--- config.mk ---
export PLATFORM = sky130hd
export DESIGN_NAME = pipeline_ctrl
export DESIGN_NICKNAME = d
export VERILOG_FILES = /design/src/rtl/cpu_types_pkg.sv /design/src/rtl/pipeline_ctrl_pkg.sv /design/src/rtl/pipeline_ctrl_sat_counter.sv /design/src/rtl/pipeline_ctrl.sv
export SDC_FILE = /design/constraint.sdc
export NUM_CORES = 1
export LEC_CHECK = 0
export CAP_MARGIN = 20
export CORE_AREA = 2 2 81 83
export CTS_BUF_LIST = sky130_fd_sc_hd__clkbuf_16
export DETAILED_ROUTE_END_ITERATION = 7
export DIE_AREA = 0 0 83 85
export RECOVER_POWER = 25
export SLEW_MARGIN = 20
export SYNTH_ARGS = -nofsm -noshare
export SYNTH_HDL_FRONTEND = slang
export SYNTH_SLANG_ARGS = --single-unit
export TNS_END_PERCENT = 10
--- constraint.sdc ---
create_clock -name CLK -period 4.87 [get_ports CLK]
set_input_delay 1.2175 -clock CLK [delete_from_list [all_inputs] [get_ports CLK]]
set_output_delay 1.2175 -clock CLK [all_outputs]
set_load 0.005 [all_outputs]
--- src/rtl/cpu_types_pkg.sv ---
// Shared CPU-wide types.
// Register-file index and related widths used across pipeline blocks.
package cpu_types_pkg;

  localparam int unsigned RegIdxWidth = 5;

  typedef logic [RegIdxWidth-1:0] regbits_t;

endpackage

--- src/rtl/pipeline_ctrl_pkg.sv ---
// Types and helpers for the pipeline hazard controller.
// The state encoding is visible on the state output, so the values are fixed.
package pipeline_ctrl_pkg;

  localparam int unsigned CntWidth = 16;

  typedef enum logic [1:0] {
    StRun    = 2'b00,
    StDwait  = 2'b01,
    StHalted = 2'b10
  } pctrl_state_t;

  // Register 0 is hardwired, so a load targeting it never creates a hazard.
  function automatic logic load_use(logic dren, cpu_types_pkg::regbits_t wsel,
                                    cpu_types_pkg::regbits_t rs,
                                    cpu_types_pkg::regbits_t rt);
    return dren && (wsel != '0) && ((wsel == rs) || (wsel == rt));
  endfunction

endpackage

--- src/rtl/pipeline_ctrl_sat_counter.sv ---
// Saturating up-counter with synchronous enable and asynchronous clear.
module sat_counter #(
  parameter int unsigned Width = 16
) (
  input  logic             CLK,
  input  logic             nRST,
  input  logic             i_en,
  output logic [Width-1:0] o_count
);

  logic [Width-1:0] r_count;

  always_ff @(posedge CLK or negedge nRST) begin
    if (!nRST) begin
      r_count <= '0;
    end else if (i_en && (r_count != '1)) begin
      r_count <= r_count + {{(Width-1){1'b0}}, 1'b1};
    end
  end

  assign o_count = r_count;

endmodule

--- src/rtl/pipeline_ctrl.sv ---
// Hazard controller for a 5-stage pipeline: memory freeze, halt, branch flush, load-use and
// fetch-miss stalls. A latch being flushed always has its enable deasserted.
module pipeline_ctrl
  import pipeline_ctrl_pkg::*;
(
  input  logic        CLK,
  input  logic        nRST,
  input  logic        ihit,
  input  logic        dhit,
  input  logic        exmem_dREN,
  input  logic        exmem_dWEN,
  input  logic        exmem_halt,
  input  logic        br_taken,
  input  logic        idex_dREN,
  input  logic [4:0]  idex_wsel,
  input  logic [4:0]  ifid_rs,
  input  logic [4:0]  ifid_rt,
  output logic        pc_en,
  output logic        ifid_en,
  output logic        ifid_flush,
  output logic        idex_en,
  output logic        idex_flush,
  output logic        exmem_en,
  output logic        exmem_flush,
  output logic        memwb_en,
  output logic        memwb_flush,
  output logic        halt,
  output logic [1:0]  state,
  output logic [15:0] stall_cnt,
  output logic [15:0] flush_cnt
);

  pctrl_state_t r_state, w_next_state;
  logic w_dstall, w_loaduse, w_flush_evt, w_stall_evt;

  assign w_dstall  = (exmem_dREN | exmem_dWEN) & ~dhit;
  assign w_loaduse = load_use(idex_dREN, idex_wsel, ifid_rs, ifid_rt);

  always_ff @(posedge CLK or negedge nRST) begin
    if (!nRST) begin
      r_state <= StRun;
    end else begin
      r_state <= w_next_state;
    end
  end

  always_comb begin
    pc_en        = 1'b0;
    ifid_en      = 1'b0;
    ifid_flush   = 1'b0;
    idex_en      = 1'b0;
    idex_flush   = 1'b0;
    exmem_en     = 1'b0;
    exmem_flush  = 1'b0;
    memwb_en     = 1'b0;
    memwb_flush  = 1'b0;
    w_flush_evt  = 1'b0;
    w_next_state = r_state;
    if (nRST) begin
      unique case (r_state)
        StRun, StDwait: begin
          if (w_dstall) begin
            w_next_state = StDwait;
          end else begin
            w_next_state = StRun;
            if (exmem_halt) begin
              ifid_flush   = 1'b1;
              idex_flush   = 1'b1;
              exmem_flush  = 1'b1;
              memwb_en     = 1'b1;
              w_next_state = StHalted;
            end else if (br_taken) begin
              pc_en       = 1'b1;
              ifid_flush  = 1'b1;
              idex_flush  = 1'b1;
              exmem_flush = 1'b1;
              memwb_en    = 1'b1;
              w_flush_evt = 1'b1;
            end else if (w_loaduse) begin
              // Hold PC and IF/ID, inject a bubble into EX.
              idex_flush = 1'b1;
              exmem_en   = 1'b1;
              memwb_en   = 1'b1;
            end else if (!ihit) begin
              ifid_flush = 1'b1;
              idex_en    = 1'b1;
              exmem_en   = 1'b1;
              memwb_en   = 1'b1;
            end else begin
              pc_en    = 1'b1;
              ifid_en  = 1'b1;
              idex_en  = 1'b1;
              exmem_en = 1'b1;
              memwb_en = 1'b1;
            end
          end
        end
        StHalted: w_next_state = StHalted;
        default:  w_next_state = StRun;
      endcase
    end
  end

  assign halt        = (r_state == StHalted);
  assign state       = r_state;
  assign w_stall_evt = (r_state != StHalted) & ~pc_en;

  sat_counter #(
    .Width(CntWidth)
  ) u_stall_cnt (
    .CLK    (CLK),
    .nRST   (nRST),
    .i_en   (w_stall_evt),
    .o_count(stall_cnt)
  );

  sat_counter #(
    .Width(CntWidth)
  ) u_flush_cnt (
    .CLK    (CLK),
    .nRST   (nRST),
    .i_en   (w_flush_evt),
    .o_count(flush_cnt)
  );

endmodule

==> results.py, run 1 <==
metrics = {
    "logic_synthesis": {
        "synth-main-ff-cell": "dfrtp_1",
        "avgSynthCellArea_um2": 10.1,
        "synthDistinctLibCells": 38,
        "ys_async_sr_fraction": 1.00,
        "yosys_warnings": 0,
        "synth_most_common_cell": "dfrtp_1",
        "synth_top_area_share": 0.469,
        "netlist_instances": 179,
        "synthTopCellsByCount": "dfrtp_1 (34), xor2_1 (26), nand2_1 (20)",
        "synthesis.nets": 205,
        "synth_edf_count": 0,
        "synth_largest_area_cell": "dfrtp_1",
        "synth_area_leaders": "dfrtp_1 (47%), xor2_1 (13%), xnor2_1 (6.3%), nand2_1 (4.1%), nor2_1 (3.1%)",
        "ys_ff_latch": 34,
        "seq_area_frac_synth": 0.469,
        "synthesis.area_um2": 1810,
    },
    "sta": {
        "relSlewSlack": -0.264,
        "slew_violations": 37,
        "rsz0062_at_grt": "no",
        "setup_tns_ps": 0,
        "hold_viol_final": 0,
        "skew_ps": 2.63,
        "period_share": 0.942,
        "fmaxAchievable_mhz": 218,
        "setup_viol": 0,
        "period_needed_ps": 4590,
        "tightestPinTransition_ps": 1900,
    },
    "pwr": {
        "irDropWorstVdd_mv": 0.283,
        "leakage_nw": 1.11,
        "cellPowerDensity_nw_per_um2": 440,
    },
    "clock_tree": {
        "numCtsBuffers": 5,
        "clock_sinks": 34,
        "h-tree-depth": 2,
        "cts_resized": 0,
        "clock_tree.root_cell": "clkbuf_16",
        "cts_tree": "yes",
        "cts_hold_buf": 0,
        "insertion_delay_ps": 270,
        "cts.path.max_buffers": 2,
        "clkTransAtPathRegs_ps": 50,
        "post-cts-setup-buffers": 0,
    },
    "floorplanning": {
        "core_um2": 6200,
        "die_x_um": 83,
        "ios": 68,
        "start_util": 0.292,
        "die_h_um": 85,
        "rows": 29,
        "die_area_um2": 7060,
    },
    "routing": {
        "antenna_left": 0,
        "vias": 1533,
        "dr.pass1.iters": 4,
        "totalWireLength_um": 4210,
        "drt_iter0_drc": 90,
        "wire_per_inst_um": 12.8,
        "drcViolationCount": 0,
        "vias_per_cell": 4.66,
    },
    "status": {
        "violations": "max-capacitance violations, max-slew violations",
        "status": "finished, violations left",
    },
    "min_path": {
        "hold_class": "reg -> reg",
        "hold_start": "u_stall_cnt.o_count[8]$_DFFE_PN0P_",
    },
    "critical_path": {
        "cp.required_ps": 3650,
        "crit_type": "in -> out",
        "cp_max_fo": 3,
        "endpoint_kind": "output pin",
        "arrival_ps": 3370,
        "r2r_start": "u_stall_cnt.o_count[0]$_DFFE_PN0P_",
        "startpoint": "idex_wsel[1]",
        "crit_path_start_kind": "input port",
    },
    "placed_design": {
        "portBuffers": 66,
        "hpwl_um": 3160,
        "gp_congestion": 0.831,
    },
    "global_routing": {
        "grt_pass1_vias": 1450,
        "grt.total_usage": 0.123,
        "grt_overflow": 0,
        "antenna_found_initial": 0,
        "grt_pass1_wl_um": 7090,
        "grt_max_degree": 37,
    },
    "finish": {
        "nets": 277,
        "num-fill-cells": 606,
        "final_util": 0.433,
        "regArea_um2": 851,
        "drive_gt1_frac": 0.0516,
        "multiInputGateArea_um2": 926,
        "antenna_cells": 0,
        "syn2layout_area_growth_pct": 48.1,
    },
    "flow_run": {
        "drv_cap": 1,
    },
}
==> flip-flops by register name, summed over array words and instances (netlist names) <==
| name | count |
|---|---|
| state | 2 |
| u_stall_cnt.o_count | 16 |
| u_flush_cnt.o_count | 16 |
==> cell families (layout without fill, tap and decap cells) <==
kind of cell / count (synthesis) / count (layout) / synth area share
simple gates: 82 / 82 / 0.230
xor+xnor: 39 / 39 / 0.188
flops: 34 / 34 / 0.469
compound gates: 12 / 12 / 0.0614
buf+inv: 7 / 80 / 0.0207
fa+ha+maj: 2 / 2 / 0.0138
mux: 2 / 2 / 0.0145
other cells: 1 / 1 / 0.00207
==> critical path, cell delays in order <==
cell and delay (ps):
clkdlybuf4s50_1 460, or4_1 540, o21ai_0 230, o21ai_1 160, a21boi_0 240, clkdlybuf4s50_1 530
==> layer usage <==
metal,global-route usage,part of all wire
met3,0.0331,0.053
met1,0.167,0.48
met5,0,0
met2,0.188,0.45
met4,0.0477,0.016
==> final cells by class <==
cell class | instances | area share
Clock buffer | 5 | 0.0466
Clock inverter | 3 | 0.00466
Inverter | 5 | 0.00698
Multi-Input combinational cell | 138 | 0.345
Sequential cell | 34 | 0.317
Tap cell | 77 | 0.0358
Timing Repair Buffer | 67 | 0.245
==> where the power goes <==
group | internal [mW] | total (mW) | switching, mW | leakage (nW)
Clock | 0.184 | 0.293 | 0.109 | 0.0724
Combinational | 0.268 | 0.435 | 0.167 | 0.623
Sequential | 0.360 | 0.456 | 0.0951 | 0.416
==> metrics by stage <==
step,total power [mW],area [um2],std cells,hold slack [ps],setup slack (ps)
2_1_floorplan,0.657,1810,179,477,1340
3_3_place_gp,0.898,2550,321,480,341
3_5_place_dp,0.902,2550,321,485,301
4_1_cts,1.20,2690,329,495,304
5_1_grt,1.27,2690,329,517,151
6_report,1.18,2690,329,497,285
==> layout by cell type, fill, tap and decap left out, drive strengths merged, types with 2 or more instances in the layout <==
master,netlist,layout
and2,2,2
and3,4,4
clkbuf,0,7
clkdlybuf4s50,0,65
clkinv,0,2
dfrtp,34,34
ha,2,2
inv,5,6
mux2,2,2
nand2,20,20
nand2b,2,2
nand3,7,7
nand3b,2,2
nand4,8,8
nor2,16,16
nor2b,2,2
nor3,9,9
nor4,3,3
o21ai,3,3
o21bai,2,2
or3,3,3
xnor2,13,13
xor2,26,26
==> worst paths after layout <==
path                                                       endpoint  slack [ps]  cells past startpoint
worst max register to register   u_stall_cnt.o_count[1]$_DFFE_PN0P_        2550                      7
min in group asynchronous       u_flush_cnt.o_count[14]$_DFFE_PN0P_        1600                      2
worst min-delay path             u_stall_cnt.o_count[8]$_DFFE_PN0P_         500                      1
worst min register to register   u_stall_cnt.o_count[8]$_DFFE_PN0P_         500                      1
worst max-delay path                                          pc_en         280                      6
max in group asynchronous       u_stall_cnt.o_count[10]$_DFFE_PN0P_        2180                      2
Note: power is estimated with default switching activity, not from simulation.
==> inputs of run 2 (changes only) <==
--- a/config.mk
+++ b/config.mk
@@ -6,12 +6,13 @@
 export NUM_CORES = 1
 export LEC_CHECK = 0
 export CAP_MARGIN = 20
-export CORE_AREA = 2 2 81 83
+export CORE_AREA = 4 4 83 85
 export CTS_BUF_LIST = sky130_fd_sc_hd__clkbuf_16
 export DETAILED_ROUTE_END_ITERATION = 7
-export DIE_AREA = 0 0 83 85
+export DIE_AREA = 0 0 87 89
+export HOLD_SLACK_MARGIN = 0.15
 export RECOVER_POWER = 25
-export SLEW_MARGIN = 20
+export SLEW_MARGIN = 30
 export SYNTH_ARGS = -nofsm -noshare
 export SYNTH_HDL_FRONTEND = slang
 export SYNTH_SLANG_ARGS = --single-unit
==> results.py, run 2 (same netlist as run 1, synthesis figures left out) <==
metrics = {
    "status": {
        "status": "finished, violations left",
        "violations": "max-capacitance violations, max-slew violations",
    },
    "floorplanning": {
        "start_util": 0.292,
        "ios": 68,
        "rows": 29,
        "die_area_um2": 7740,
        "core_um2": 6200,
        "die_x_um": 87,
        "die_h_um": 89,
    },
    "pwr": {
        "power_frac_comb": 0.369,
        "swShare": 0.314,
        "irDropWorstVdd_mv": 0.270,
        "pwr-share-seq": 0.383,
        "leakage_nw": 1.11,
        "p_int_mw": 0.813,
        "cellPowerDensity_nw_per_um2": 441,
        "power_frac_clock": 0.249,
        "p_switching_mw": 0.372,
    },
    "routing": {
        "totalWireLength_um": 4260,
        "drcViolationCount": 0,
        "wire_per_inst_um": 12.9,
        "vias": 1506,
        "antenna_left": 0,
        "vias_per_cell": 4.58,
        "dr.pass1.iters": 4,
        "drt_iter0_drc": 31,
    },
    "sta": {
        "fmaxAchievable_mhz": 220,
        "setup_tns_ps": 0,
        "hold_viol_final": 0,
        "relSlewSlack": -0.272,
        "whs_ps": 484,
        "period_share": 0.935,
        "tightestPinTransition_ps": 1910,
        "slew_violations": 37,
        "setup_viol": 0,
        "skew_ps": 5.09,
        "setup_ws_ps": 317,
        "period_needed_ps": 4550,
        "rsz0062_at_grt": "no",
    },
    "clock_tree": {
        "numCtsBuffers": 5,
        "clock_sinks": 34,
        "insertion_delay_ps": 270,
        "cts_hold_buf": 0,
        "clock_tree.root_cell": "clkbuf_16",
        "clkTransAtPathRegs_ps": 50,
        "h-tree-depth": 2,
        "cts_tree": "yes",
        "cts.path.max_buffers": 2,
        "post-cts-setup-buffers": 0,
        "cts_resized": 0,
    },
    "critical_path": {
        "cp.required_ps": 3650,
        "arrival_ps": 3340,
        "endpoint_kind": "output pin",
        "cp_max_fo": 3,
        "crit_type": "in -> out",
        "crit_path_start_kind": "input port",
    },
    "placed_design": {
        "gp_congestion": 0.772,
        "portBuffers": 66,
        "dpl_worst_slack_ps": 308,
        "hpwl_um": 3220,
        "dpl_cell_area_um2": 2550,
    },
    "global_routing": {
        "grt_pass1_wl_um": 7010,
        "grt_overflow": 0,
        "grt_pass1_vias": 1487,
        "grt_max_degree": 37,
        "antenna_found_initial": 0,
        "grt.total_usage": 0.114,
    },
    "flow_run": {
        "drv_cap": 1,
    },
    "finish": {
        "syn2layout_area_growth_pct": 48.1,
        "final_util": 0.433,
        "drive_gt1_frac": 0.0516,
        "nets": 277,
        "final_cell_mix": "clkdlybuf4s50_1 (65), dfrtp_1 (34), xor2_1 (26)",
        "stdcell_area_um2": 2690,
        "layout_commonest_cell": "clkdlybuf4s50_1",
        "antenna_cells": 0,
        "num-fill-cells": 603,
    },
    "min_path": {
        "hold_class": "reg -> reg",
    },
}
==> run 2: critical path: stages <==
cell and delay [ps]:
clkdlybuf4s50_1 460, or4_1 530, o21ai_0 230, o21ai_1 150, a21boi_0 210, clkdlybuf4s50_1 530
==> run 2: path summary, 6_finish.rpt <==
| check | startpoint | to | slack, ps | cells after the start |
|---|---|---|---|---|
| max | idex_wsel[1] | pc_en | 320 | 6 |
| min | u_stall_cnt.o_count[6]$_DFFE_PN0P_ | u_stall_cnt.o_count[6]$_DFFE_PN0P_ | 480 | 1 |
| max reg2reg | u_stall_cnt.o_count[0]$_DFFE_PN0P_ | u_stall_cnt.o_count[1]$_DFFE_PN0P_ | 2550 | 7 |
| min reg2reg | u_stall_cnt.o_count[6]$_DFFE_PN0P_ | u_stall_cnt.o_count[6]$_DFFE_PN0P_ | 480 | 1 |
| max in group asynchronous | nRST | u_flush_cnt.o_count[9]$_DFFE_PN0P_ | 2150 | 2 |
| min in group asynchronous | nRST | u_flush_cnt.o_count[14]$_DFFE_PN0P_ | 1610 | 2 |
==> run 2: power by group through the flow <==
stage | combinational (mW) | clock (mW) | sequential [mW]
global placement | 0.441 | 0 | 0.459
global route | 0.481 | 0.317 | 0.472
detailed placement | 0.444 | 0 | 0.459
floorplan | 0.206 | 0 | 0.451
CTS | 0.447 | 0.307 | 0.456
finish | 0.437 | 0.294 | 0.454
==> run 2: area by class of cell <==
cell class,instances,area (um2),share of cell area
inverter,5,18.8,0.00698
sequential,34,851,0.317
clock inverter,3,12.5,0.00466
multi-input combinational,138,926,0.345
tap,77,96.3,0.0358
clock buffer,5,125,0.0466
timing repair buffer,67,658,0.245
==> run 2: through the flow <==
step	instances	power, mW
after global routing	329	1.27
after CTS	329	1.21
after floorplan	179	0.657
after detailed placement	321	0.903
final	329	1.18
after global placement	321	0.901
==> run 2: layer usage <==
layer,share of wire,up-vias,global-route usage
li1,-,756,-
met1,0.47,700,0.145
met2,0.43,46,0.182
met3,0.084,4,0.0378
met4,0.013,0,0.0425
met5,0,-,0
